## src/rtl/control_fsm_if.sv

```systemverilog
// Bus handshake between the control sequencer and the Avalon-style memory port.
// The sequencer is the master: it issues read/write and observes waitrequest.
interface control_fsm_if;
  logic read;
  logic write;
  logic waitrequest;

  modport master (
    output read,
    output write,
    input  waitrequest
  );

  modport slave (
    input  read,
    input  write,
    output waitrequest
  );
endinterface

```

## src/rtl/control_fsm.sv

```systemverilog
// Multi-cycle MIPS sequencer: walks FETCH/DECODE/EXEC/MEM/WB/MDWAIT, stretches bus phases
// on waitrequest, inserts mult/div stall cycles and halts when the next PC is zero.
module control_fsm #(
  parameter int MULT_CYCLES = 4,
  parameter int DIV_CYCLES  = 8,
  parameter int CNT_W       = 8
) (
  input  logic                clk,
  input  logic                reset_n,
  control_fsm_if.master       bus,
  input  logic [5:0]          opcode,
  input  logic [5:0]          function_code,
  input  logic [4:0]          b_code,
  input  logic                pc_next_zero,
  output logic [2:0]          state,
  output logic                ir_write,
  output logic                pc_write,
  output logic                reg_write_enable,
  output logic                hi_wren,
  output logic                lo_wren,
  output logic                multdiv_start,
  output logic                active
);

  typedef enum logic [2:0] {
    S_FETCH  = 3'd0,
    S_DECODE = 3'd1,
    S_EXEC   = 3'd2,
    S_MEM    = 3'd3,
    S_WB     = 3'd4,
    S_MDWAIT = 3'd5,
    S_HALT   = 3'd6,
    S_UNUSED = 3'd7
  } state_t;

  localparam logic [CNT_W-1:0] MULT_N = CNT_W'(MULT_CYCLES);
  localparam logic [CNT_W-1:0] DIV_N  = CNT_W'(DIV_CYCLES);

  state_t           state_q, state_d;
  logic [CNT_W-1:0] cnt_q, cnt_d;

  logic is_load, is_store, is_multdiv, is_mult, is_reg_wr, is_mthi, is_mtlo;
  logic [CNT_W-1:0] md_n;

  logic read_c, write_c, ir_write_c, pc_write_c, rwe_c, hi_c, lo_c, mds_c;
  logic complete;

  // Instruction class decode from the IR fields.
  always_comb begin
    is_load    = opcode inside {[6'd32:6'd38]};
    is_store   = opcode inside {6'd40, 6'd41, 6'd43};
    is_multdiv = (opcode == 6'd0) && (function_code inside {[6'd24:6'd27]});
    is_mult    = function_code inside {6'd24, 6'd25};
    is_mthi    = (opcode == 6'd0) && (function_code == 6'd17);
    is_mtlo    = (opcode == 6'd0) && (function_code == 6'd19);
    is_reg_wr  = ((opcode == 6'd0) &&
                  !(function_code inside {6'd8, 6'd17, 6'd19, [6'd24:6'd27]})) ||
                 ((opcode == 6'd1) && (b_code inside {5'd16, 5'd17})) ||
                 (opcode == 6'd3) ||
                 (opcode inside {[6'd9:6'd15]});
    md_n       = is_mult ? MULT_N : DIV_N;
  end

  always_ff @(posedge clk or negedge reset_n) begin
    if (!reset_n) begin
      state_q <= S_FETCH;
      cnt_q   <= '0;
    end else begin
      state_q <= state_d;
      cnt_q   <= cnt_d;
    end
  end

  always_comb begin
    state_d    = state_q;
    cnt_d      = cnt_q;
    read_c     = 1'b0;
    write_c    = 1'b0;
    ir_write_c = 1'b0;
    pc_write_c = 1'b0;
    rwe_c      = 1'b0;
    hi_c       = 1'b0;
    lo_c       = 1'b0;
    mds_c      = 1'b0;
    complete   = 1'b0;

    case (state_q)
      S_FETCH: begin
        read_c = 1'b1;
        if (!bus.waitrequest) begin
          ir_write_c = 1'b1;
          state_d    = S_DECODE;
        end
      end
      S_DECODE: state_d = S_EXEC;
      S_EXEC: begin
        pc_write_c = 1'b1;
        hi_c       = is_mthi;
        lo_c       = is_mtlo;
        if (is_load || is_store) begin
          state_d = S_MEM;
        end else if (is_multdiv) begin
          mds_c = 1'b1;
          // A zero-cycle unit delivers its result in the start cycle itself.
          if (md_n == '0) begin
            hi_c     = 1'b1;
            lo_c     = 1'b1;
            complete = 1'b1;
          end else begin
            cnt_d   = md_n - CNT_W'(1);
            state_d = S_MDWAIT;
          end
        end else begin
          rwe_c    = is_reg_wr;
          complete = 1'b1;
        end
      end
      S_MEM: begin
        read_c  = is_load;
        write_c = is_store;
        if (!bus.waitrequest) begin
          if (is_load) state_d = S_WB;
          else         complete = 1'b1;
        end
      end
      S_WB: begin
        rwe_c    = 1'b1;
        complete = 1'b1;
      end
      S_MDWAIT: begin
        if (cnt_q != '0) begin
          cnt_d = cnt_q - CNT_W'(1);
        end else begin
          hi_c     = 1'b1;
          lo_c     = 1'b1;
          complete = 1'b1;
        end
      end
      S_HALT:   state_d = S_HALT;
      default:  state_d = S_HALT;
    endcase

    if (complete) state_d = pc_next_zero ? S_HALT : S_FETCH;
  end

  // Strobes drop the moment reset is asserted, without waiting for a clock.
  assign bus.read         = read_c     & reset_n;
  assign bus.write        = write_c    & reset_n;
  assign ir_write         = ir_write_c & reset_n;
  assign pc_write         = pc_write_c & reset_n;
  assign reg_write_enable = rwe_c      & reset_n;
  assign hi_wren          = hi_c       & reset_n;
  assign lo_wren          = lo_c       & reset_n;
  assign multdiv_start    = mds_c      & reset_n;
  assign state            = state_q;
  assign active           = (state_q != S_HALT);

endmodule

```

## src/flat_wrapper.sv

```systemverilog
// flat-port wrapper written by rule: the top's interface ports become plain ports
module control_fsm_flat 
#(
  parameter int MULT_CYCLES = 4,
  parameter int DIV_CYCLES  = 8,
  parameter int CNT_W       = 8
)
  (clk, reset_n, opcode, function_code, b_code, pc_next_zero, state, ir_write, pc_write, reg_write_enable, hi_wren, lo_wren, multdiv_start, active, bus_read, bus_write, bus_waitrequest);
  control_fsm_if bus_i ();
  input  logic clk;
  input  logic reset_n;
  input  logic [5:0] opcode;
  input  logic [5:0] function_code;
  input  logic [4:0] b_code;
  input  logic pc_next_zero;
  output logic [2:0] state;
  output logic ir_write;
  output logic pc_write;
  output logic reg_write_enable;
  output logic hi_wren;
  output logic lo_wren;
  output logic multdiv_start;
  output logic active;
  output wire logic [$bits(bus_i.read)-1:0] bus_read;
  output wire logic [$bits(bus_i.write)-1:0] bus_write;
  input wire logic [$bits(bus_i.waitrequest)-1:0] bus_waitrequest;
  assign bus_read = bus_i.read;
  assign bus_write = bus_i.write;
  assign bus_i.waitrequest = bus_waitrequest;
  control_fsm #(.MULT_CYCLES(MULT_CYCLES), .DIV_CYCLES(DIV_CYCLES), .CNT_W(CNT_W)) u_core (.clk(clk), .reset_n(reset_n), .bus(bus_i), .opcode(opcode), .function_code(function_code), .b_code(b_code), .pc_next_zero(pc_next_zero), .state(state), .ir_write(ir_write), .pc_write(pc_write), .reg_write_enable(reg_write_enable), .hi_wren(hi_wren), .lo_wren(lo_wren), .multdiv_start(multdiv_start), .active(active));
endmodule
```

## config.mk

```make
export PLATFORM = sky130hd
export DESIGN_NAME = control_fsm_flat
export DESIGN_NICKNAME = d
export VERILOG_FILES = /design/src/rtl/control_fsm_if.sv /design/src/rtl/control_fsm.sv /design/src/flat_wrapper.sv
export SDC_FILE = /design/constraint.sdc
export NUM_CORES = 1
export LEC_CHECK = 0
export BUFFER_PORTS_ARGS = -buffer_cell sky130_fd_sc_hd__buf_2
export CAP_MARGIN = 10
export CORE_MARGIN = 2
export CORE_UTILIZATION = 54
export DETAILED_ROUTE_END_ITERATION = 6
export HOLD_SLACK_MARGIN = 0.08
export PLACE_DENSITY = 0.93
export SLEW_MARGIN = 20
export SYNTH_ARGS = -nofsm -noshare
export SYNTH_HDL_FRONTEND = slang
export SYNTH_SLANG_ARGS = --single-unit
```

## constraint.sdc

```tcl
create_clock -name clk -period 3.1 [get_ports clk]
set_input_delay 0.31 -clock clk [delete_from_list [all_inputs] [get_ports clk]]
set_output_delay 0.31 -clock clk [all_outputs]
set_load 0.1 [all_outputs]
```

# == Word-level counts from Yosys, hierarchy flattened ==
# Index checks and enable logic that the tools add are counted.
# op_classes
addsub,2
n_lt_le_gt_ge,6
n_eq_ne,28
muxes,41
bitwise_logic,8
n_reduce_logical,25
# op_table
op,count
two-way mux 8 bit,4
== test 6 x 5 -> 1 bit (second input constant),4
two-way mux 3 bit,8
two-way mux 1 bit,21
== test 6 bit (second input constant),3
one-hot mux 8 bit (2 select lines),1
subtractor 8 x 1 -> 8 bit (second input constant),2
one-hot mux 3 bit (5 select lines),1
== test 5 bit (second input constant),2
bitwise AND 1 bit,8
logical AND 1 bit,8
logical NOT 8 bit,1
one-hot mux 1 bit (2 select lines),4
nonzero test 8 bit,1
== test 3 x 2 -> 1 bit (second input constant),2
== test 3 bit (second input constant),2
== test 6 x 1 -> 1 bit (second input constant),1
== test 6 x 2 -> 1 bit (second input constant),1
== test 6 x 4 -> 1 bit (second input constant),1
>= comparator 6 x 4 -> 1 bit (second input constant),1
>= comparator 6 x 5 -> 1 bit (second input constant),1
>= comparator 6 bit (second input constant),1
<= comparator 6 x 4 -> 1 bit (second input constant),1
<= comparator 6 x 5 -> 1 bit (second input constant),1
21 further kinds,30
# totals
register_bits,11
inputBits,21
out_inout_bits,12
word_cells,112

# == Longest topological paths before layout ==
# Gate-level depths: netlist (run 1).
# logic_depth
depth_word,12
ltp_mapped,9
mapped_depth_nobuf,8

# == Worst setup path before layout (run 1) ==
# Ideal clock, no wire load.
# synth_timing
path_type,register -> output
startpoint,"register u_core.state_q[2], in the netlist u_core.state[2]"
endpoint,output ir_write
arrival_ns,4.132
slack_ns,-1.342
stages_incl_launch_ff,5
n_path_buf,1
cell_sequence,dfrtp_1 -> clkbuf_1 -> inv_1 -> nand2_1 -> nor4_1
# synth_via
elab_chain_len,3
# synth_lines
item,line_no,rtl
from (decl),control_fsm.sv:39,"state_t state_q, state_d;"
from (signal assigned),control_fsm.sv:69,state_q <= state_d;
logical NOT 3 bit,control_fsm.sv:87,case (state_q)
two-way mux 1 bit,control_fsm.sv:87,
bitwise AND 1 bit,control_fsm.sv:149,assign ir_write = ir_write_c & reset_n;
to (decl),flat_wrapper.sv:17,output logic ir_write;
# Every way passes these cells.

# == Final worst setup path (run 1) ==
# layout_timing
startpoint,"register u_core.state_q[1], in the netlist u_core.state[1]"
endpoint,output lo_wren
# layout_via
elab_chain_len,3
elab_cells_between_ends,4
classes_between,eq/ne: 2; mux: 1; bitwise: 1
# layout_lines
item,line_no,rtl
== test 3 bit / == test 3 x 2 -> 1 bit (equally long branches),control_fsm.sv:87,
one-hot mux 1 bit (2 select lines) (*),control_fsm.sv:87,
bitwise AND 1 bit (*),control_fsm.sv:153,assign lo_wren = lo_c & reset_n;
to (decl),flat_wrapper.sv:21,output logic lo_wren;
# Mark *: on every way between the ends. The rest lies on a longest branch, timed or not.

==> metrics, run 1 <==
average wire per cell in the routed design=14.4 um; Clock power frac=0.089; cell leakage power=0.605 nW; clock latency reported for the late side of the worst-skew pair=270 ps; starting utilization of the core area=0.559; total length of routed wires=2790 um; RSZ-0062 raised after global routing=false; count of placed standard cells in the final layout, fillers left out=193; post-detailed-placement half-perimeter wirelength=2130 um; Slew Limit Headroom=0.663; ANT cells=0; Filler cells=168; max_cap viols=0; DP Cell Count=188; boundary pin count=33; final number of max-transition violations=0; synthesized cell area=1070 um2; first-pass GRT wire length=4820 um; number of nets with antenna violations after routing=0; clk slew on worst S/H paths=60 ps; pin count of the biggest net entering global routing=17; fraction of the cycle the final worst path needs=0.918; Register-to-Register Setup Slack=1020 ps; Clock Tree Buf Depth=2; synthesized netlist net count=158; slew at the pin closest to its max-slew limit=501 ps; Area Overhead vs Synth=23.4%; Worst Path Required=2790 ps; CTS tree=done; area share of the largest cell type after synthesis=0.256; Unique masters post-synth=55; post-detailed-route DRC marker count=0; peak supply drop=0.000549 V; detailed-route via count=1178; critical-path maximum fanout=11; detailed-route vias per instance=6.10; slowest cell on the critical path=dfrtp_2; die footprint=2360 um2; grt total ovfl=0; Critical Path Source Type=register; number of buffers inserted by port buffering=31; share of the yosys chip area belonging to registers=0.256; Die Width=48.6 um; Final min period=2840 ps; CP Cell Sequence=nor3b_2, nand3_1, or4b_1, or2_1, a21boi_4, buf_2; top-count cell post-synth=nand2_1; number of detailed-routing iterations run before antenna repair=4; Final Hold Violating Endpoints=0; leading register cell type out of synthesis=dfrtp_1; number of levels the H-tree was split into=1; vias in the first global route=1132; largest cells by area after synthesis=dfrtp_1, nand2_1, ha_1, nor2_1, nor3_1; Max Clock Skew=8.01 ps; largest stage delay on the critical path=490 ps; Crit path arrival time=2530 ps; number of enable-type register cells in the synthesized netlist=0; final setup violation count=0; number of instances in the synthesized netlist=133; run status=finished, final reports clean; most used standard cells in the synthesized netlist=nand2_1, nor2_1, dfrtp_1; number of warnings reported in the yosys synthesis log=0; final-layout worst hold slack=351 ps; Net Sw Frac=0.583; number of standard-cell rows in the floorplan=16; sequential cell fraction of total power=0.235; share of final-layout standard cells stronger than drive strength 1=0.313; cell area power density=823 nW/um2; worst setup path start=u_core.state[1]; RR Startpoint=u_core.state[1]; antenna violations before repair=0; path type of the worst min-delay path=primary input to register; flip-flop and latch count after synthesis=11; core footprint=1920 um2; total CTS buffers=3; sort of element at the end of the critical path=output pin; most area-hungry cell type in the Yosys netlist=dfrtp_1; RePlAce Congestion=0.945; Comb power frac=0.675; critical path class=register to output pin; Post-CTS Setup Bufs=0; CTS Root Buffer Type=clkbuf_4; startpoint of the lowest-slack hold path=pc_next_zero; Fmax=352 MHz; Power Internal=0.000454 W; Initial DRC Count=35; TritonCTS sink count=11; number of nets in the layout=192; average size of a mapped cell=8.07 um2; async set or reset register ratio after synthesis=1.00; aggregate global-route resource usage=0.256; net switching power of the design=0.000637 W; Vert. Die Dim=48.6 um
path summary, 6_finish.rpt:
check                             endpoint  cells after the start
min                        u_core.state[1]                      3
min reg2reg                u_core.cnt_q[3]                      1
max in group asynchronous  u_core.state[1]                      2
max reg2reg                u_core.cnt_q[2]                      8
max                                lo_wren                      6
min in group asynchronous  u_core.cnt_q[6]                      2
cell families after synthesis:
family                   count (synthesis)  share of synthesized area
AO/OA/AOI/OAI                           36                      0.254
XOR/XNOR                                 2                     0.0163
adder cells (fa/ha/maj)                  4                     0.0466
buffers and inverters                   11                     0.0501
flip-flops                              11                      0.256
multiplexers                             1                    0.00932
AND/OR/NAND/NOR                         68                      0.367
routing by layer:
layer | wire, um | share of wire | GRT usage
met1 | 1180 | 0.42 | 0.303
met2 | 1430 | 0.51 | 0.454
met3 | 147 | 0.053 | 0.0556
met4 | 28 | 0.010 | 0.0952
met5 | 0 | 0 | 0
layout make-up:
cell class	instances	area, um2	area share
repair buffers	34	180	0.136
multi-input cells	111	786	0.593
flip-flops and latches	11	277	0.209
clock buffers	4	26.3	0.0198
inverters	6	22.5	0.0170
well taps	27	33.8	0.0255
stage by stage:
stage / TNS, ps / worst slack, ps / area, um2 / power, W / util
2_1_floorplan: -319 / -174 / 1110 / 0.000857 / -
3_3_place_gp: 0 / 454 / 1280 / 0.000961 / 0.668
3_5_place_dp: 0 / 397 / 1280 / 0.000984 / 0.668
4_1_cts: 0 / 98.8 / 1320 / 0.00109 / 0.687
5_1_grt: 0 / 150 / 1330 / 0.00116 / 0.689
6_report: 0 / 256 / 1330 / 0.00109 / 0.689
timing repair:
action / 4_1_cts / 5_1_grt
hold buffers: 1 / 0
resized for setup: 0 / 1
endpoints found under the hold margin: 11 / 0
endpoints found under the setup margin: 0 / 1
cells in the final DEF (no fill, tap or decap), types with 2 or more instances in the layout:
master     netlist  layout
o211a_1          2       2
nand2_1         15      15
or2_2            2       2
o31a_1           2       2
clkbuf_4         0       3
o21bai_1         2       2
and4bb_2         2       2
nor2_1          13      12
o31ai_1          4       4
nand3b_1         2       2
o2111ai_1        2       2
a21oi_1          5       5
and2_1           2       2
or2_1            2       2
nand3_1          5       5
dfrtp_1         11      10
inv_1            6       6
a211oi_1         2       2
buf_4            1       2
ha_1             4       4
o21ai_0          5       5
buf_2            1      31
a21boi_4         0       2
nor4_1           3       2
nor3_1           6       5
nand4_1          2       2
worst max-delay path, delay by kind of cell, from the launching register on:
kind            cells  cell delay, ps
simple gates        4            1210
flops               1             490
buf+inv             1             430
compound gates      1             140
power groups by stage:
stage,Combinational (W),Sequential (W),Clock [W]
global route,0.000787,0.000263,0.000111
finish,0.000737,0.000257,0.0000975
global placement,0.000709,0.000252,0
floorplan,0.000502,0.000355,0
detailed placement,0.000727,0.000257,0
CTS,0.000730,0.000253,0.000103
registers in the layout (all words and copies together) (netlist names):
signal	count
u_core.cnt_q	8
u_core.state	3
(Power assumes the default switching activity.)
==> run 2, diff against run 1 <==
- CORE_UTILIZATION: 54 -> 46
- PLACE_DENSITY: 0.93 -> 0.76
- clock period: 3.1 -> 2.6 ns (I/O delays scaled with it)
==> metrics, run 2 (synthesis results as in run 1) <==
Critical Path Source Type=register; starting utilization of the core area=0.485 (-0.0733); Die Width=52.3 um (+7.7%); final setup slack of the worst path=144 ps (-112 ps); accumulated negative setup slack=0 ps (unchanged); kind of cell adding the most delay to the critical path=simple AND/OR/NAND/NOR gates; clk slew on worst S/H paths=70 ps (about the same); first-pass GRT wire length=4540 um (-5.9%); average wire per cell in the routed design=13.8 um (-4.1%); run status=finished, final reports clean; cell area power density=960 nW/um2 (+17%); boundary pin count=33 (unchanged); leading cell types in the layout, fill and taps excluded=buf_2, nand2_1, nor2_1, dfrtp_1, buf_4; Max Clock Skew=7.18 ps (-0.826 ps); CP Cell Sequence=nor3b_4, nand3_1, or4b_1, or2_1, a21boi_4, buf_12; final setup violation count=0 (unchanged); clock latency reported for the late side of the worst-skew pair=280 ps (about the same); Vert. Die Dim=52.3 um (+7.7%); RSZ-0062 raised after global routing=false; RePlAce Congestion=0.854 (-9.6%); antenna violations before repair=0 (unchanged); critical-path maximum fanout=7 (-4); path type of the worst min-delay path=primary input to register; Final min period=2460 ps; worst slack after detailed placement=324 ps (-73.1 ps); Final Hold Violating Endpoints=0 (unchanged); vias in the first global route=1082 (-4.4%); Largest register FFs=8 (unchanged); pin count of the biggest net entering global routing=16 (-1); slowest cell on the critical path=dfrtp_4; number of detailed-routing iterations run before antenna repair=4 (unchanged); layer with the highest usage=met2; number of standard-cell rows in the floorplan=17 (+1); detailed-route vias per instance=5.88 (-3.7%); share of the core filled with cells=0.637 (-0.0520); grt total ovfl=0 (unchanged); post-detailed-placement half-perimeter wirelength=2080 um (-2.5%); total length of routed wires=2760 um (-1.1%); number of levels the H-tree was split into=1 (unchanged); post-detailed-route DRC marker count=0 (unchanged); Crit path arrival time=2200 ps (-330 ps); critical path class=register to output pin; CTS tree=done; share of final-layout standard cells stronger than drive strength 1=0.357 (+0.0435); detailed-route via count=1170 (-0.68%); Slew Limit Headroom=0.676 (+0.0127); Fmax=407 MHz; Critical path buffers and inverters=1 (unchanged); Clock Tree Buf Depth=2 (unchanged); CTS Root Buffer Type=clkbuf_4; Area Overhead vs Synth=31.4%; met3 demand-to-capacity share in global routing=0.0686 (+0.0130); number of nets in the layout=197 (+2.6%); number of nets with antenna violations after routing=0 (unchanged); aggregate global-route resource usage=0.224 (-0.0314); Initial DRC Count=13 (-63%); register with the highest flop count=u_core.cnt_q; peak supply drop=0.000905 V (+65%); most common cell after layout, fill and taps aside=buf_2; sort of element at the end of the critical path=output pin; largest stage delay on the critical path=520 ps (+30 ps); core footprint=2210 um2 (+15%); die footprint=2740 um2 (+16%); total CTS buffers=3 (unchanged); slew at the pin closest to its max-slew limit=480 ps (-21.5 ps); max_cap viols=0 (unchanged); met2 track demand over resource=0.377 (-0.0766); ANT cells=0 (unchanged); met1 demand-to-capacity share in global routing=0.268 (-0.0349); Worst Path Required=2340 ps (-450 ps); cell leakage power=0.638 nW (+5.4%); TritonCTS sink count=11 (unchanged); fraction of the cycle the final worst path needs=0.945; final number of max-transition violations=0 (unchanged); number of buffers inserted by port buffering=31 (unchanged)
==> run 2: cell count changes in the layout (fill, tap and decap cells not counted) <==
| cell | delta |
|---|---|
| buf_4 | +5 |
| buf_12 | +2 |
| buf_2 | -2 |
| dfrtp_1 | -2 |
| dfrtp_4 | +2 |
| and2_1 | -1 |
| and2_2 | +1 |
| clkbuf_1 | -1 |
| clkinv_2 | +1 |
| nor3b_2 | -1 |
| nor3b_4 | +1 |
==> run 2: what timing repair did <==
item	4_1_cts	5_1_grt
resized for setup	0	1
endpoints found under the setup margin	0	3
setup buffers	0	6
hold endpoints to repair	11	0
hold buffers	1	0
==> run 2: per-layer routing <==
metal	wire length, um	part of all wire
met2	1380	0.50
met4	29	0.011
met5	0	0
met3	118	0.043
met1	1230	0.45
==> run 2: power breakdown <==
part | switching (W) | total, W | internal [W] | leakage (nW)
Sequential | 0.0000925 | 0.000338 | 0.000245 | 0.130
Combinational | 0.000618 | 0.000897 | 0.000279 | 0.490
Clock | 0.0000617 | 0.000119 | 0.0000571 | 0.0177
Total | 0.000772 | 0.00135 | 0.000581 | 0.638
==> run 2: metrics by stage <==
step	power, W	area (um2)	cells	hold slack (ps)
finish	0.00135	1410	199	282
global route	0.00145	1410	199	298
CTS	0.00130	1360	193	273
detailed placement	0.00117	1320	188	233
global placement	0.00115	1320	188	234
floorplan	0.00106	1140	133	-35.6
==> run 2: path summary, 6_finish.rpt <==
check | slack [ps] | startpoint | cells past startpoint | to
max | 140 | u_core.state[2] | 6 | lo_wren
min | 280 | pc_next_zero | 3 | u_core.state[2]
max reg2reg | 510 | u_core.state[1] | 8 | u_core.cnt_q[2]
min reg2reg | 500 | u_core.cnt_q[3] | 1 | u_core.cnt_q[3]
max in group asynchronous | 1940 | reset_n | 3 | u_core.state[1]
min in group asynchronous | 470 | reset_n | 3 | u_core.cnt_q[3]
==> run 2: worst min-delay path, cell delays in order <==
cell	delay [ps]
buf_2	90
o311ai_1	90
o31ai_1	80
==> run 2: cell type report <==
class                           count  area, um2
Inverter                            6       22.5
Fill cell                         200        802
Multi-Input combinational cell    111        793
Clock buffer                        3       22.5
Sequential cell                    11        284
Timing Repair Buffer               39        248
Clock inverter                      1       5.00
Tap cell                           28       35.0
